--- config.mk ---
export PLATFORM = sky130hd
export DESIGN_NAME = dice_roll_controller_flat
export DESIGN_NICKNAME = d
export VERILOG_FILES = /design/src/rtl/dice_roll_if.sv /design/src/rtl/dice_roll_controller.sv /design/src/flat_wrapper.sv
export SDC_FILE = /design/constraint.sdc
export NUM_CORES = 1
export LEC_CHECK = 0
export CAP_MARGIN = 10
export CORE_MARGIN = 10
export CORE_UTILIZATION = 36
export DETAILED_ROUTE_END_ITERATION = 8
export PLACE_DENSITY = 0.56
export RECOVER_POWER = 50
export SLEW_MARGIN = 5
export SYNTH_ARGS = -nofsm -noshare
export SYNTH_HDL_FRONTEND = slang
export SYNTH_SLANG_ARGS = --single-unit
--- constraint.sdc ---
create_clock -name i_Clk -period 7.8 [get_ports i_Clk]
set_input_delay 1.56 -clock i_Clk [delete_from_list [all_inputs] [get_ports i_Clk]]
set_output_delay 1.56 -clock i_Clk [all_outputs]
set_load 0.005 [all_outputs]
--- src/rtl/dice_roll_if.sv ---
// Signal bundle between the debounce/free-running counter side and the dice
// roll sequencer, with the number/blank outputs feeding the dice decoder.
interface dice_roll_if;
    logic       i_Switch;
    logic [2:0] i_Rand;
    logic [2:0] o_Number;
    logic       o_Blank;
    logic       o_Rolling;
    logic       o_Done;

    modport master (
        output i_Switch,
        output i_Rand,
        input  o_Number,
        input  o_Blank,
        input  o_Rolling,
        input  o_Done
    );

    modport slave (
        input  i_Switch,
        input  i_Rand,
        output o_Number,
        output o_Blank,
        output o_Rolling,
        output o_Done
    );
endinterface

--- src/rtl/dice_roll_controller.sv ---
// Dice roll sequencer: on button release, tumbles 1..6 at a slowing rate, loads
// the free-running value, blinks it, holds it, and blanks after an idle timeout.
//
// state    | meaning
// ---------+---------------------------------------------------------------
// ST_SHOW  | number shown steadily, idle timer running toward blanking
// ST_IDLE  | display dark after idle timeout, number retained
// ST_ROLL  | tumble: number advances at the end of each lengthening interval
// ST_BLINK | final number blinks for 2*BLINKS half-periods, starting dark
module dice_roll_controller #(
    parameter int CNT_W        = 28,
    parameter int STEP_START   = 1250000,
    parameter int STEP_INC     = 250000,
    parameter int NUM_STEPS    = 12,
    parameter int BLINK_HALF   = 2500000,
    parameter int BLINKS       = 3,
    parameter int IDLE_TIMEOUT = 250000000
) (
    input  logic          i_Clk,
    input  logic          i_Rst_L,
    dice_roll_if.slave    dice
);

    localparam int K_W = (NUM_STEPS < 2) ? 1 : $clog2(NUM_STEPS + 1);
    localparam int H_W = (BLINKS < 2) ? 1 : $clog2(2 * BLINKS);

    typedef enum logic [1:0] {
        ST_SHOW  = 2'd0,
        ST_IDLE  = 2'd1,
        ST_ROLL  = 2'd2,
        ST_BLINK = 2'd3
    } state_t;

    state_t           state_q, state_d;
    logic             sw_q;
    logic [2:0]       num_q, num_d;
    logic             blank_q, blank_d;
    logic             done_q, done_d;
    logic             rolling_q, rolling_d;
    logic [CNT_W-1:0] idle_q, idle_d;
    logic [CNT_W-1:0] step_tmr_q, step_tmr_d;
    logic [CNT_W-1:0] step_len_q, step_len_d;
    logic [K_W-1:0]   step_k_q, step_k_d;
    logic [CNT_W-1:0] blink_tmr_q, blink_tmr_d;
    logic [H_W-1:0]   half_q, half_d;
    logic             release_w;
    logic [2:0]       num_adv;
    logic [2:0]       rand_fix;

    assign release_w = sw_q & ~dice.i_Switch;
    assign num_adv   = (num_q >= 3'd6 || num_q == 3'd0) ? 3'd1 : num_q + 3'd1;
    assign rand_fix  = (dice.i_Rand == 3'd0 || dice.i_Rand == 3'd7) ? 3'd1 : dice.i_Rand;

    always_ff @(posedge i_Clk or negedge i_Rst_L) begin
        if (!i_Rst_L) begin
            state_q     <= ST_SHOW;
            sw_q        <= 1'b0;
            num_q       <= 3'd6;
            blank_q     <= 1'b0;
            done_q      <= 1'b0;
            rolling_q   <= 1'b0;
            idle_q      <= '0;
            step_tmr_q  <= '0;
            step_len_q  <= '0;
            step_k_q    <= '0;
            blink_tmr_q <= '0;
            half_q      <= '0;
        end else begin
            state_q     <= state_d;
            sw_q        <= dice.i_Switch;
            num_q       <= num_d;
            blank_q     <= blank_d;
            done_q      <= done_d;
            rolling_q   <= rolling_d;
            idle_q      <= idle_d;
            step_tmr_q  <= step_tmr_d;
            step_len_q  <= step_len_d;
            step_k_q    <= step_k_d;
            blink_tmr_q <= blink_tmr_d;
            half_q      <= half_d;
        end
    end

    always_comb begin
        state_d     = state_q;
        num_d       = num_q;
        blank_d     = blank_q;
        done_d      = 1'b0;
        idle_d      = idle_q;
        step_tmr_d  = step_tmr_q;
        step_len_d  = step_len_q;
        step_k_d    = step_k_q;
        blink_tmr_d = blink_tmr_q;
        half_d      = half_q;

        case (state_q)
            ST_SHOW, ST_IDLE: begin
                if (state_q == ST_SHOW) begin
                    blank_d = 1'b0;
                    idle_d  = idle_q + CNT_W'(1);
                end else begin
                    blank_d = 1'b1;
                end
                // A release always beats the idle timeout in the same cycle.
                if (release_w) begin
                    state_d    = ST_ROLL;
                    num_d      = num_adv;
                    blank_d    = 1'b0;
                    step_k_d   = K_W'(1);
                    step_len_d = CNT_W'(STEP_START);
                    step_tmr_d = CNT_W'(STEP_START - 1);
                end else if (state_q == ST_SHOW && idle_q == CNT_W'(IDLE_TIMEOUT - 1)) begin
                    state_d = ST_IDLE;
                    blank_d = 1'b1;
                end
            end

            ST_ROLL: begin
                if (step_tmr_q == '0) begin
                    if (step_k_q == K_W'(NUM_STEPS)) begin
                        state_d     = ST_BLINK;
                        num_d       = rand_fix;
                        blank_d     = 1'b1;
                        blink_tmr_d = '0;
                        half_d      = '0;
                    end else begin
                        num_d      = num_adv;
                        step_k_d   = step_k_q + K_W'(1);
                        step_len_d = step_len_q + CNT_W'(STEP_INC);
                        step_tmr_d = step_len_q + CNT_W'(STEP_INC) - CNT_W'(1);
                    end
                end else begin
                    step_tmr_d = step_tmr_q - CNT_W'(1);
                end
            end

            ST_BLINK: begin
                if (blink_tmr_q == CNT_W'(BLINK_HALF - 1)) begin
                    blink_tmr_d = '0;
                    if (half_q == H_W'(2 * BLINKS - 1)) begin
                        state_d = ST_SHOW;
                        blank_d = 1'b0;
                        done_d  = 1'b1;
                        idle_d  = '0;
                    end else begin
                        half_d  = half_q + H_W'(1);
                        blank_d = ~blank_q;
                    end
                end else begin
                    blink_tmr_d = blink_tmr_q + CNT_W'(1);
                end
            end

            default: state_d = ST_SHOW;
        endcase

        rolling_d = (state_d == ST_ROLL) || (state_d == ST_BLINK);
    end

    assign dice.o_Number  = num_q;
    assign dice.o_Blank   = blank_q;
    assign dice.o_Done    = done_q;
    assign dice.o_Rolling = rolling_q;

endmodule

--- src/flat_wrapper.sv ---
// flat-port wrapper written by rule: the top's interface ports become plain ports
module dice_roll_controller_flat 
#(
    parameter int CNT_W        = 28,
    parameter int STEP_START   = 1250000,
    parameter int STEP_INC     = 250000,
    parameter int NUM_STEPS    = 12,
    parameter int BLINK_HALF   = 2500000,
    parameter int BLINKS       = 3,
    parameter int IDLE_TIMEOUT = 250000000
)
  (i_Clk, i_Rst_L, dice_i_Switch, dice_i_Rand, dice_o_Number, dice_o_Blank, dice_o_Rolling, dice_o_Done);
  dice_roll_if dice_i ();
  input  logic i_Clk;
  input  logic i_Rst_L;
  input wire logic [$bits(dice_i.i_Switch)-1:0] dice_i_Switch;
  input wire logic [$bits(dice_i.i_Rand)-1:0] dice_i_Rand;
  output wire logic [$bits(dice_i.o_Number)-1:0] dice_o_Number;
  output wire logic [$bits(dice_i.o_Blank)-1:0] dice_o_Blank;
  output wire logic [$bits(dice_i.o_Rolling)-1:0] dice_o_Rolling;
  output wire logic [$bits(dice_i.o_Done)-1:0] dice_o_Done;
  assign dice_i.i_Switch = dice_i_Switch;
  assign dice_i.i_Rand = dice_i_Rand;
  assign dice_o_Number = dice_i.o_Number;
  assign dice_o_Blank = dice_i.o_Blank;
  assign dice_o_Rolling = dice_i.o_Rolling;
  assign dice_o_Done = dice_i.o_Done;
  dice_roll_controller #(.CNT_W(CNT_W), .STEP_START(STEP_START), .STEP_INC(STEP_INC), .NUM_STEPS(NUM_STEPS), .BLINK_HALF(BLINK_HALF), .BLINKS(BLINKS), .IDLE_TIMEOUT(IDLE_TIMEOUT)) u_core (.i_Clk(i_Clk), .i_Rst_L(i_Rst_L), .dice(dice_i));
endmodule
==> results.py, run 1 <==
metrics = {
    "clock_tree": {
        "ctsResizeCount": 0,
        "postCtsSetupBuffers": 0,
        "root_buffer": "clkbuf_16",
        "h-tree-depth": 4,
        "clk_latency_ns": 0.43,
        "cts_tree": "built",
        "clkSlewWorstSetupHoldPaths_ns": 0.06,
        "hold_buffers": 0,
        "clkSinkCount": 124,
        "cts_buffers": 17,
        "cts.path.max_buffers": 2,
    },
    "synthesis": {
        "syn-cell-area_um2": 7600,
        "yosysWarnings": 0,
        "ys.flop_type": "dfrtp_1",
        "synth_nets": 918,
        "synth_edf_count": 0,
        "synth.yosys.seq_area_share_pct": 40.9,
        "async_flop_share_pct": 100,
        "ys_seq_elements": 124,
        "syn_avg_cell_area_um2": 8.43,
        "synth_cell_type_count": 69,
        "syn-instance-count": 902,
    },
    "outcome": {
        "status": "complete, but fails checks",
        "violations": "max-capacitance violations, max-slew violations",
    },
    "global_route": {
        "grt_max_degree": 75,
        "grt_pass1_wl_um": 32500,
        "grt.met1_usage_pct": 18.9,
        "grt_pass1_vias": 6396,
        "overflow": 0,
        "grt.met2_usage_pct": 23.1,
        "met3_usage_pct": 3.62,
        "grt.busiest_layer": "met2",
        "grt_antenna_before_repair": 0,
        "grt_use_total_pct": 14.6,
    },
    "layout": {
        "fin_area_um2": 8530,
        "finalNetCount": 910,
        "area_delta_synth_final_pct": 12.2,
        "num_antenna_cells": 0,
        "fillCellCount": 2145,
        "finalNonFillerCells": 1182,
        "utilization_pct": 40.8,
        "drive_gt1_share_pct": 6.84,
    },
    "critical_path": {
        "r2r_slack_ns": 3.99,
        "reg2regPathDepth": 9,
        "path_depth": 2,
        "path_buf_inv": 2,
        "path_class": "input pin to asynchronous set/reset pin",
        "arrival_ns": 5.28,
        "path_cells": "clkbuf_1 > clkbuf_2",
        "crit_path_max_incr_delay_ns": 2.02,
        "path_delay_family": "buffers and inverters",
        "crit_slowest_cell": "clkbuf_1",
        "required_ns": 7.97,
        "cp-start-kind": "input pin",
        "cp-end-kind": "asynchronous set/reset pin",
        "worstPathMaxFanout": 74,
    },
    "die": {
        "rows": 53,
        "die-area_um2": 27300,
        "die_x_um": 165,
        "initial_core_util_pct": 36.4,
        "ioPinCount": 12,
        "coreArea_um2": 20900,
        "chipHeight_um": 165,
    },
    "timing": {
        "fin_crit_ns": 5.11,
        "finalSetupViolations": 0,
        "timing.final.hold_violations": 0,
        "setup_tns_ns": 0,
        "rsz0062_at_grt": "false",
        "finClkSkew_ns": 0.0101,
        "maxSlewViolCount": 127,
        "max-slew-margin-rel_pct": -94.9,
        "worst_pin_slew_ns": 2.92,
        "fmax_ghz": 0.196,
        "fin_crit_sh_pct": 65.5,
    },
    "power_and_ir_drop": {
        "power.density_nw_per_um2": 172,
        "ir_drop_uv": 133,
        "power_leakage_nw": 3.44,
        "p_total_mw": 1.47,
    },
    "worst_hold_path": {
        "hold_class": "register to register",
        "whs_path_depth": 2,
    },
    "routing": {
        "num_vias": 6539,
        "wl_per_cell_um": 16.3,
        "via_per_inst": 5.53,
        "drt-total-wl_um": 19200,
        "drt_iter0_markers": 552,
        "firstDrtPassIters": 5,
        "drc": 0,
        "ant_nets": 0,
    },
    "place": {
        "portBuffers": 11,
        "place_hpwl_um": 13000,
        "dpl_cell_area_um2": 7950,
        "placed_cells": 1150,
        "gp_congestion": 0.846,
    },
    "run": {
        "drv_cap": 2,
    },
}
-- power by group --
part	total (mW)	internal, mW	switching, mW
sequential	0.644	0.644	0.0000602
clock	0.805	0.489	0.316
combinational	0.0163	0.00222	0.0141
-- cell type report --
| class | count | area [µm²] | area share, % |
|---|---|---|---|
| multi-input combinational | 708 | 4230 | 49.6 |
| sequential | 124 | 3110 | 36.4 |
| clock buffer | 20 | 457 | 5.36 |
| tap | 275 | 344 | 4.04 |
| timing repair buffer | 20 | 165 | 1.94 |
| clock inverter | 12 | 138 | 1.61 |
| inverter | 23 | 86.3 | 1.01 |
-- worst paths after layout --
| path | to | from |
|---|---|---|
| worst max-delay path | u_core.step_len_q[7] | i_Rst_L |
| worst min-delay path | u_core.step_tmr_q[13] | u_core.step_tmr_q[13] |
| worst max register to register | u_core.idle_q[13] | u_core.blink_tmr_q[0] |
| worst min register to register | u_core.step_tmr_q[13] | u_core.step_tmr_q[13] |
| max in group i_Clk | u_core.step_len_q[20] | dice_i_Switch |
| min in group asynchronous | u_core.step_len_q[19] | i_Rst_L |
-- placed cells by master (no fill, tap or decap), drive strengths merged, types with 7 or more instances in the layout --
master,n
nor3,32
ha,10
nor2,119
nand2b,10
and4,8
o21ai,81
xnor2,32
and2,12
dfrtp,122
o31ai,21
mux2i,8
buf,7
nor4,13
inv,25
a21oi,50
and3,10
nand4,22
nand2,81
clkdlybuf4s50,9
clkbuf,23
or3,21
nand3,42
xor2,35
a31oi,8
-- routing by layer --
layer / share of wire (%) / wire length, µm
met1: 48 / 9170
met5: 0 / 0
met4: 2.1 / 402
met2: 47 / 9020
met3: 3.3 / 627
-- Yosys cell counts, types with 5 or more instances --
cell / n / area, µm²
a211oi_1: 5 / 37.5
a21o_1: 5 / 37.5
a21oi_1: 50 / 250
a31oi_1: 8 / 50.1
and2_1: 12 / 75.1
and3_1: 10 / 62.6
and4_1: 8 / 70.1
clkbuf_1: 42 / 158
dfrtp_1: 122 / 3050
ha_1: 10 / 125
inv_1: 23 / 86.3
mux2i_1: 8 / 80.1
nand2_1: 81 / 304
nand2b_1: 10 / 62.6
nand3_1: 40 / 200
nand4_1: 22 / 138
nor2_1: 119 / 447
nor2b_1: 5 / 31.3
nor3_1: 29 / 145
nor4_1: 12 / 75.1
o21ai_0: 77 / 385
o22ai_1: 5 / 31.3
o31ai_1: 21 / 158
or2_2: 5 / 31.3
or3_1: 21 / 131
xnor2_1: 32 / 280
xor2_1: 35 / 307
-- flip-flops by register name (all words and copies together) (netlist names) --
name,cells
u_core.dice.o_Blank,1
u_core.blink_tmr_q,28
u_core.step_len_q,24
u_core.dice.o_Rolling,1
u_core.step_tmr_q,28
u_core.dice.o_Done,1
u_core.step_k_q,4
u_core.idle_q,28
u_core.half_q,3
u_core.dice.o_Number,3
u_core.state_q,2
u_core.sw_q,1
-- metrics by stage --
step | hold slack [ns] | setup WS, ns
global placement | 0.485 | 3.53
CTS | 0.514 | 3.91
global route | 0.550 | 1.83
finish | 0.514 | 2.69
floorplan | 0.468 | 4.79
detailed placement | 0.495 | 3.46
-- logic make-up (layout without fill, tap and decap cells) --
kind of cell	Yosys count	count (layout)	synth area share, %
and+or+nand+nor	396	396	25.9
AOI/OAI and AO/OA	226	226	19.0
DFF	124	124	40.9
buffers and inverters	70	75	3.59
xor gates and xnor gates	67	67	7.72
adders and majority gates	10	10	1.65
muxes	9	9	1.20
Note: power is estimated with default switching activity, not from simulation.
==> run 2, diff against run 1 <==
- clock period: 7.8 -> 5.3 ns (I/O delays scaled with it)
==> run 2 against run 1 <==
  * The flow still finishes with violations (max-capacitance violations, max-slew violations)
  * Final area down 0.29%
  * Sequential cell count unchanged
  * Core utilization down 0.12 points
  * Worst hold slack worse by 0.014 ns
  * Clock-buffer cell count unchanged
  * Global-route usage up 0.21 points
  * Register-to-register slack worse by 2.5 ns
  * Combinational power up 45%
  * Final cell count about the same
  * Die area unchanged
  * Non-clock buffer count up 1
  * Critical path type unchanged
==> results.py, run 2 (same netlist as run 1, synthesis figures left out) <==
metrics = {
    "layout": {
        "regArea_um2": 3110,
        "multi_input_area_um2": 4230,
        "fillCellCount": 2139,
        "final_cell_mix": "122 x dfrtp_1, 119 x nor2_1, 81 x nand2_1",
        "drive_gt1_share_pct": 7.16,
        "area_delta_synth_final_pct": 11.9,
        "num_antenna_cells": 0,
        "top_regs": "u_core.blink_tmr_q x28, u_core.idle_q x28, u_core.step_tmr_q x28",
        "final_common_cell": "dfrtp_1",
        "finalNetCount": 911,
    },
    "outcome": {
        "status": "complete, but fails checks",
        "violations": "max-capacitance violations, max-slew violations",
    },
    "die": {
        "ioPinCount": 12,
        "coreArea_um2": 20900,
        "die_x_um": 165,
        "die-area_um2": 27300,
        "initial_core_util_pct": 36.4,
        "rows": 53,
        "chipHeight_um": 165,
    },
    "place": {
        "portBuffers": 11,
        "gp_congestion": 0.848,
        "place_hpwl_um": 13200,
    },
    "critical_path": {
        "crit_slowest_cell": "clkbuf_2",
        "path_class": "input pin to asynchronous set/reset pin",
        "required_ns": 5.54,
        "crit_path_max_incr_delay_ns": 1.70,
        "arrival_ns": 4.10,
        "cp-start-kind": "input pin",
        "path_cells": "clkbuf_2 > clkbuf_1",
        "path_delay_family": "buffers and inverters",
        "path_buf_inv": 2,
        "cp-end-kind": "asynchronous set/reset pin",
        "worstPathMaxFanout": 96,
    },
    "timing": {
        "timing.final.hold_violations": 0,
        "worst_pin_slew_ns": 2.43,
        "fmax_ghz": 0.259,
        "finClkSkew_ns": 0.0113,
        "finalSetupViolations": 0,
        "maxSlewViolCount": 127,
        "whs_ns": 0.500,
        "setup_tns_ns": 0,
        "fin_crit_ns": 3.86,
        "fin_crit_sh_pct": 72.8,
        "rsz0062_at_grt": "false",
        "max-slew-margin-rel_pct": -62.1,
    },
    "power_and_ir_drop": {
        "power.density_nw_per_um2": 243,
        "power_leakage_nw": 3.44,
        "ir_drop_uv": 184,
    },
    "clock_tree": {
        "h-tree-depth": 4,
        "clk_latency_ns": 0.43,
        "ctsResizeCount": 0,
        "cts_buffers": 17,
        "root_buffer": "clkbuf_16",
        "clkSlewWorstSetupHoldPaths_ns": 0.06,
        "cts_tree": "built",
        "cts.path.max_buffers": 2,
        "clkSinkCount": 124,
        "postCtsSetupBuffers": 0,
        "hold_buffers": 0,
    },
    "routing": {
        "drt-total-wl_um": 19400,
        "wl_per_cell_um": 16.4,
        "ant_nets": 0,
        "via_per_inst": 5.54,
        "firstDrtPassIters": 5,
        "drc": 0,
        "num_vias": 6551,
        "drt_iter0_markers": 536,
    },
    "run": {
        "drv_cap": 2,
    },
    "global_route": {
        "grt_use_total_pct": 14.8,
        "grt_antenna_before_repair": 0,
        "grt_max_degree": 97,
        "overflow": 0,
        "grt_pass1_vias": 6260,
        "grt_pass1_wl_um": 32600,
    },
    "worst_hold_path": {
        "hold_class": "register to register",
    },
}
-- run 2: final cells by class --
class | count | share of cell area [%]
inverters | 23 | 1.02
multi-input cells | 708 | 49.8
clock inverters | 12 | 1.07
flip-flops and latches | 124 | 36.5
well taps | 275 | 4.05
clock buffers | 20 | 5.49
repair buffers | 21 | 2.08
-- run 2: path summary, 6_finish.rpt --
check | slack [ns] | end | start | depth (start not counted)
setup / recovery | 1.44 | u_core.half_q[0] | i_Rst_L | 2
hold reg to reg | 0.50 | u_core.step_len_q[27] | u_core.step_len_q[27] | 2
setup reg to reg | 1.53 | u_core.step_len_q[13] | u_core.step_tmr_q[21] | 8
hold / removal | 0.50 | u_core.step_len_q[27] | u_core.step_len_q[27] | 2
max in group i_Clk | 1.53 | u_core.step_len_q[13] | u_core.step_tmr_q[21] | 8
min in group asynchronous | 1.38 | u_core.step_len_q[21] | i_Rst_L | 1
-- run 2: report_power, final --
group | internal [mW] | switching [mW] | total, mW
Combinational | 0.00340 | 0.0202 | 0.0236
Clock | 0.637 | 0.459 | 1.10
Sequential | 0.948 | 0.0000848 | 0.948
-- run 2: layer usage --
metal  vias up  GRT usage (%)  part of all wire, %
li1       3246              -                    -
met1      3164           20.4                   49
met2       126           23.0                   46
met3        15           2.58                  3.5
met4         0           4.63                  1.2
met5         -              0                    0
-- run 2: metrics by stage --
step,instances,area [µm²],utilization (%),setup WS [ns],total power [mW]
global placement,1151,7950,38.1,1.54,0.991
floorplan,902,7600,-,2.39,0.966
finish,1183,8500,40.7,1.44,2.07
global route,1183,8500,40.7,0.746,2.14
detailed placement,1151,7950,38.1,1.52,0.991
CTS,1183,8510,40.7,1.61,2.10
==> RTL edit 1, RTL diff (config.mk and constraints of run 1) <==
`BLINKS` is set to 3 in 2 places; all go to 5.
--- a/src/rtl/dice_roll_controller.sv
+++ b/src/rtl/dice_roll_controller.sv
@@ -15,3 +15,3 @@
     parameter int BLINK_HALF   = 2500000,
-    parameter int BLINKS       = 3,
+    parameter int BLINKS       = 5,
     parameter int IDLE_TIMEOUT = 250000000
--- a/src/flat_wrapper.sv
+++ b/src/flat_wrapper.sv
@@ -8,3 +8,3 @@
     parameter int BLINK_HALF   = 2500000,
-    parameter int BLINKS       = 3,
+    parameter int BLINKS       = 5,
     parameter int IDLE_TIMEOUT = 250000000
Formal check against the unedited RTL: same outputs for any inputs over 10 cycles, from zero or initial values and one cycle with i_Rst_L low; that may be too few to reach the edited logic, so the function may still have changed.
==> RTL edit 1 against run 1 <==
  * The run still ends with max-capacitance violations, max-slew violations left
  * Area after synthesis rose by 0.25%
  * Total power shrank 4.1%
  * Critical path depth stayed put
  * Wire length increased by 1.2%
  * Register-to-register slack got worse by 0.51 ns
  * Setup slack gained 0.018 ns
  * Fmax increased by 0.36%
  * Design area hardly changed
  * Sequential cell count up 1
  * Critical path type unchanged
  * First-iteration DRC count is 13% lower
==> RTL edit 1: results (changes against run 1) <==
Iter 0 DRT Violations - 480 (was 552)
hold path start - u_core.step_tmr_q[18] (was u_core.step_tmr_q[13])
r2r setup slk - 3.48 ns (was 3.99 ns)
max cap viols - 2 (unchanged)
Worst R2R End - u_core.idle_q[27] (was u_core.idle_q[13])
max-slew violation count - 128 (was 127)
worst ir drop on vdd - 0.155 mV (was 0.133 mV)
CP max FO - 76 (was 74)
met1 WL - 9570 um (was 9170 um)
reg2reg path depth - 10 (was 9)
failing checks - max-capacitance violations, max-slew violations (unchanged)
Post-Synth Adder-Cell Area - 1.81% (was 1.65%)
sequential area share after synthesis - 41.1% (was 40.9%)
multiplexer area fraction after synthesis - 0.673% (was 1.20%)
Worst Hold End - u_core.step_tmr_q[18] (was u_core.step_tmr_q[13])
Crit path largest cell delay - 1.89 ns (was 2.02 ns)
Post-Synthesis Cells - 901 (was 902)
vias in the first global route - 6,423 (was 6,396)
met2 WL - 8960 um (was 9020 um)
arrival time worst endpoint - 5.22 ns (was 5.28 ns)
routed vias - 6,589 (was 6,539)
status - finished, violations left (unchanged)
largest net degree at the start of global routing - 77 (was 75)
routed wire length - 19,400 um (was 19,200 um)
post-synthesis xor/xnor area fraction - 7.59% (was 7.72%)
post-synthesis compound-gate area fraction - 19.7% (was 19.0%)
Netlist cell types - 76 (was 69)
met3 wire length - 674 um (was 627 um)
RTL edit 1: cell count changes after synthesis, sizes merged, moves of 5 or more:
| cell | change |
|---|---|
| clkbuf | -8 |
| nand2 | +20 |
| buf | +5 |
| nor4 | +10 |
| o21ai | +12 |
| inv | -9 |
| nor2 | +5 |
| or3 | -11 |
| nor3 | -7 |
| and4 | -5 |
RTL edit 1: how the worst max path moves through the flow:
stage | from | endpoint
3_3_place_gp | dice_i_Switch | u_core.step_len_q[11]
4_1_cts | dice_i_Switch | u_core.step_len_q[11]
2_1_floorplan | u_core.step_len_q[5] | u_core.step_tmr_q[25]
6_report | i_Rst_L | u_core.step_tmr_q[5]
5_1_grt | i_Rst_L | u_core.step_tmr_q[2]
3_5_place_dp | dice_i_Switch | u_core.step_len_q[11]
RTL edit 1: power groups by stage:
stage               sequential (mW)  combinational (mW)  clock (mW)
floorplan                     0.661            0.000946           0
detailed placement            0.661              0.0187           0
global placement              0.661              0.0186           0
finish                        0.649              0.0166       0.739
global route                  0.649              0.0197       0.783
CTS                           0.649              0.0188       0.758
RTL edit 1: metal layers:
metal | vias up | global-route usage (%)
met5 | - | 0
met4 | 0 | 4.67
met3 | 22 | 3.15
met2 | 86 | 23.1
met1 | 3224 | 20.2
li1 | 3257 | -
RTL edit 1: cell families (layout without fill, tap and decap cells):
family	count (synthesis)	count (layout)
buffers and inverters	58	68
adder cells (fa/ha/maj)	11	11
AND/OR/NAND/NOR	402	402
AO/OA/AOI/OAI	234	234
XOR/XNOR	66	66
multiplexers	5	5
flip-flops	125	125
RTL edit 1: through the flow:
| step | total power, mW | instance area (um^2) | worst slack, ns |
|---|---|---|---|
| after floorplan | 0.662 | 7620 | 4.80 |
| final | 1.41 | 8520 | 2.71 |
| after global routing | 1.45 | 8520 | 1.80 |
| after detailed placement | 0.679 | 8000 | 3.35 |
| after CTS | 1.43 | 8540 | 3.77 |
| after global placement | 0.679 | 8000 | 3.44 |
RTL edit 1: cell type report:
class | count | area (um^2)
Inverter | 14 | 52.6
Sequential cell | 125 | 3130
Timing Repair Buffer | 24 | 195
Clock buffer | 19 | 443
Fill cell | 2133 | 12400
Clock inverter | 11 | 96.3
Tap cell | 275 | 344
Multi-Input combinational cell | 718 | 4260
RTL edit 1: worst reg2reg max path, stage by stage (launching register included):
cell	delay (ns)
dfrtp_1	0.42
or2_0	0.22
or4_1	0.49
nor3_1	0.46
and2_0	0.20
clkbuf_1	1.08
o21ai_1	0.23
or2_1	0.46
nor4_1	0.38
xnor2_1	0.16
nor2_1	0.05
==> RTL edit 2, RTL diff (settings of run 1) <==
Without the edit above. Reset style: synchronous (`i_Rst_L`), changed in one clocked block.
--- a/src/rtl/dice_roll_controller.sv
+++ b/src/rtl/dice_roll_controller.sv
@@ -53,3 +53,3 @@
 
-    always_ff @(posedge i_Clk or negedge i_Rst_L) begin
+    always_ff @(posedge i_Clk) begin
         if (!i_Rst_L) begin
Check against the original RTL: differs if i_Rst_L is asserted again (counterexample within 4 cycles, from zero or initial values and one cycle with i_Rst_L low); with i_Rst_L held inactive, the same outputs for 10 cycles.
==> RTL edit 2 against run 1 <==
  * Cell count rose by 0.85%
  * Count of clock-buffer cells in the layout rose by 2
  * Critical endpoint is now u_core.idle_q[2]
  * Setup slack improved by 0.37 ns
  * Sequential cell count did not move
  * Design area fell by 6.0%
  * Wire length fell by 3.7%
  * Global-route usage fell by 0.37 points
  * Utilization rose by 0.51 points
  * The flow still finishes with violations (max-capacitance violations, max-slew violations)
  * Die area fell by 5.9%
  * Area after synthesis fell by 6.7%
Power is not compared: it rests on default switching activity, and its combinational part moved more than twofold at a synthesized area within 25%.
==> RTL edit 2: results (changes against run 1) <==
status - finished, violations left (unchanged)
failing checks - max-capacitance violations, max-slew violations (unchanged)
routed wire length - 18,500 um (was 19,200 um)
routed vias - 6,552 (was 6,539)
# fillers - 2,032 (was 2,145)
Post-Synth Adder-Cell Area - 1.94% (was 1.65%)
multiplexer area fraction after synthesis - 0.883% (was 1.20%)
max cap viols - 1 (was 2)
post-synthesis compound-gate area fraction - 20.5% (was 19.0%)
largest net degree at the start of global routing - 56 (was 75)
clk slew on worst S/H paths - 0.06 ns (about the same)
Syn. warnings - 0 (unchanged)
clk_lat worst skew - 0.41 ns (was 0.43 ns)
vias in the first global route - 5,849 (was 6,396)
first-pass GRT wire length - 30,700 um (was 32,500 um)
Post-CTS Resized - 0 (unchanged)
Clock Skews - 0.0117 ns (was 0.0101 ns)
Crit path largest cell delay - 1.94 ns (was 2.02 ns)
placed inst area - 7420 um^2 (was 7950 um^2)
Pre-antenna DRT Iters - 6 (was 5)
Slew headroom - -80.5% (was -94.9%)
Area Overhead vs Synth - 13.1% (was 12.2%)
share of cells above drive strength 1 - 7.23% (was 6.84%)
routability cong. - 0.806 (was 0.846)
max-slew violation count - 56 (was 127)
syn_area_per_cell - 7.71 um^2 (was 8.43 um^2)
Netlist cell types - 76 (was 69)
CP max FO - 55 (was 74)
nets@finish - 931 (was 910)
Iter 0 DRT Violations - 452 (was 552)
antenna violations before repair - 0 (unchanged)
met1 WL - 9550 um (was 9170 um)
Max Used Layer - met4 (unchanged)
met2 WL - 8130 um (was 9020 um)
met3 wire length - 653 um (was 627 um)
Synthesized Nets - 936 (was 918)
post-synthesis xor/xnor area fraction - 7.29% (was 7.72%)
Sw Pwr - 0.481 mW
Clock Tree Buf Depth - 2 (unchanged)
root buf cell - clkbuf_16 (unchanged)
Wirelength per Cell - 15.5 um (was 16.3 um)
Detailed Place HPWL - 12,600 um (was 13,000 um)
top-area cell type share of the netlist area - 35.0% (was 40.2%)
ys flop type - dfxtp_1 (was dfrtp_1)
sequential area share after synthesis - 35.0% (was 40.9%)
slowest cell on the critical path - clkbuf_1 (unchanged)
Top Family by Delay on Critical Path - buffers and inverters (unchanged)
arrival time worst endpoint - 4.91 ns (was 5.28 ns)
Tot GR Track Use - 14.2% (was 14.6%)
leading post-synthesis cells by cell area - dfxtp_1, nor2_1, a21oi_1, nand2_1, xor2_1 (was dfrtp_1, nor2_1, o21ai_0, xor2_1, nand2_1)
Async SR Flop Fraction - 0% (was 100%)
placed cell count - 1,160 (was 1,150)
Post-Place Setup Slack - 3.72 ns (was 3.46 ns)
Synth top cells by count - dfxtp_1, nor2_1, nand2_1, a21oi_1, o21ai_0 (was dfrtp_1, nor2_1, nand2_1, o21ai_0, a21oi_1)
-- RTL edit 2: layout make-up --
| type | instances | area share (%) |
|---|---|---|
| Clock buffer | 22 | 5.79 |
| Clock inverter | 10 | 1.73 |
| Inverter | 23 | 1.08 |
| Multi-Input combinational cell | 730 | 54.4 |
| Sequential cell | 124 | 31.0 |
| Tap cell | 265 | 4.14 |
| Timing Repair Buffer | 18 | 1.94 |
-- RTL edit 2: final timing paths --
path	end	startpoint	slack, ns	cells after the start
setup reg to reg	u_core.step_tmr_q[18]	u_core.step_len_q[4]	4.06	10
setup / recovery	u_core.idle_q[2]	i_Rst_L	3.06	5
hold / removal	u_core.step_tmr_q[26]	u_core.step_tmr_q[26]	0.48	2
hold reg to reg	u_core.step_tmr_q[26]	u_core.step_tmr_q[26]	0.48	2
-- RTL edit 2: metal layers --
layer  track usage, %  vias up
li1                 -     3321
met1             19.9     3103
met2             21.6      119
met3             2.86        9
met4             3.80        0
met5                0        -
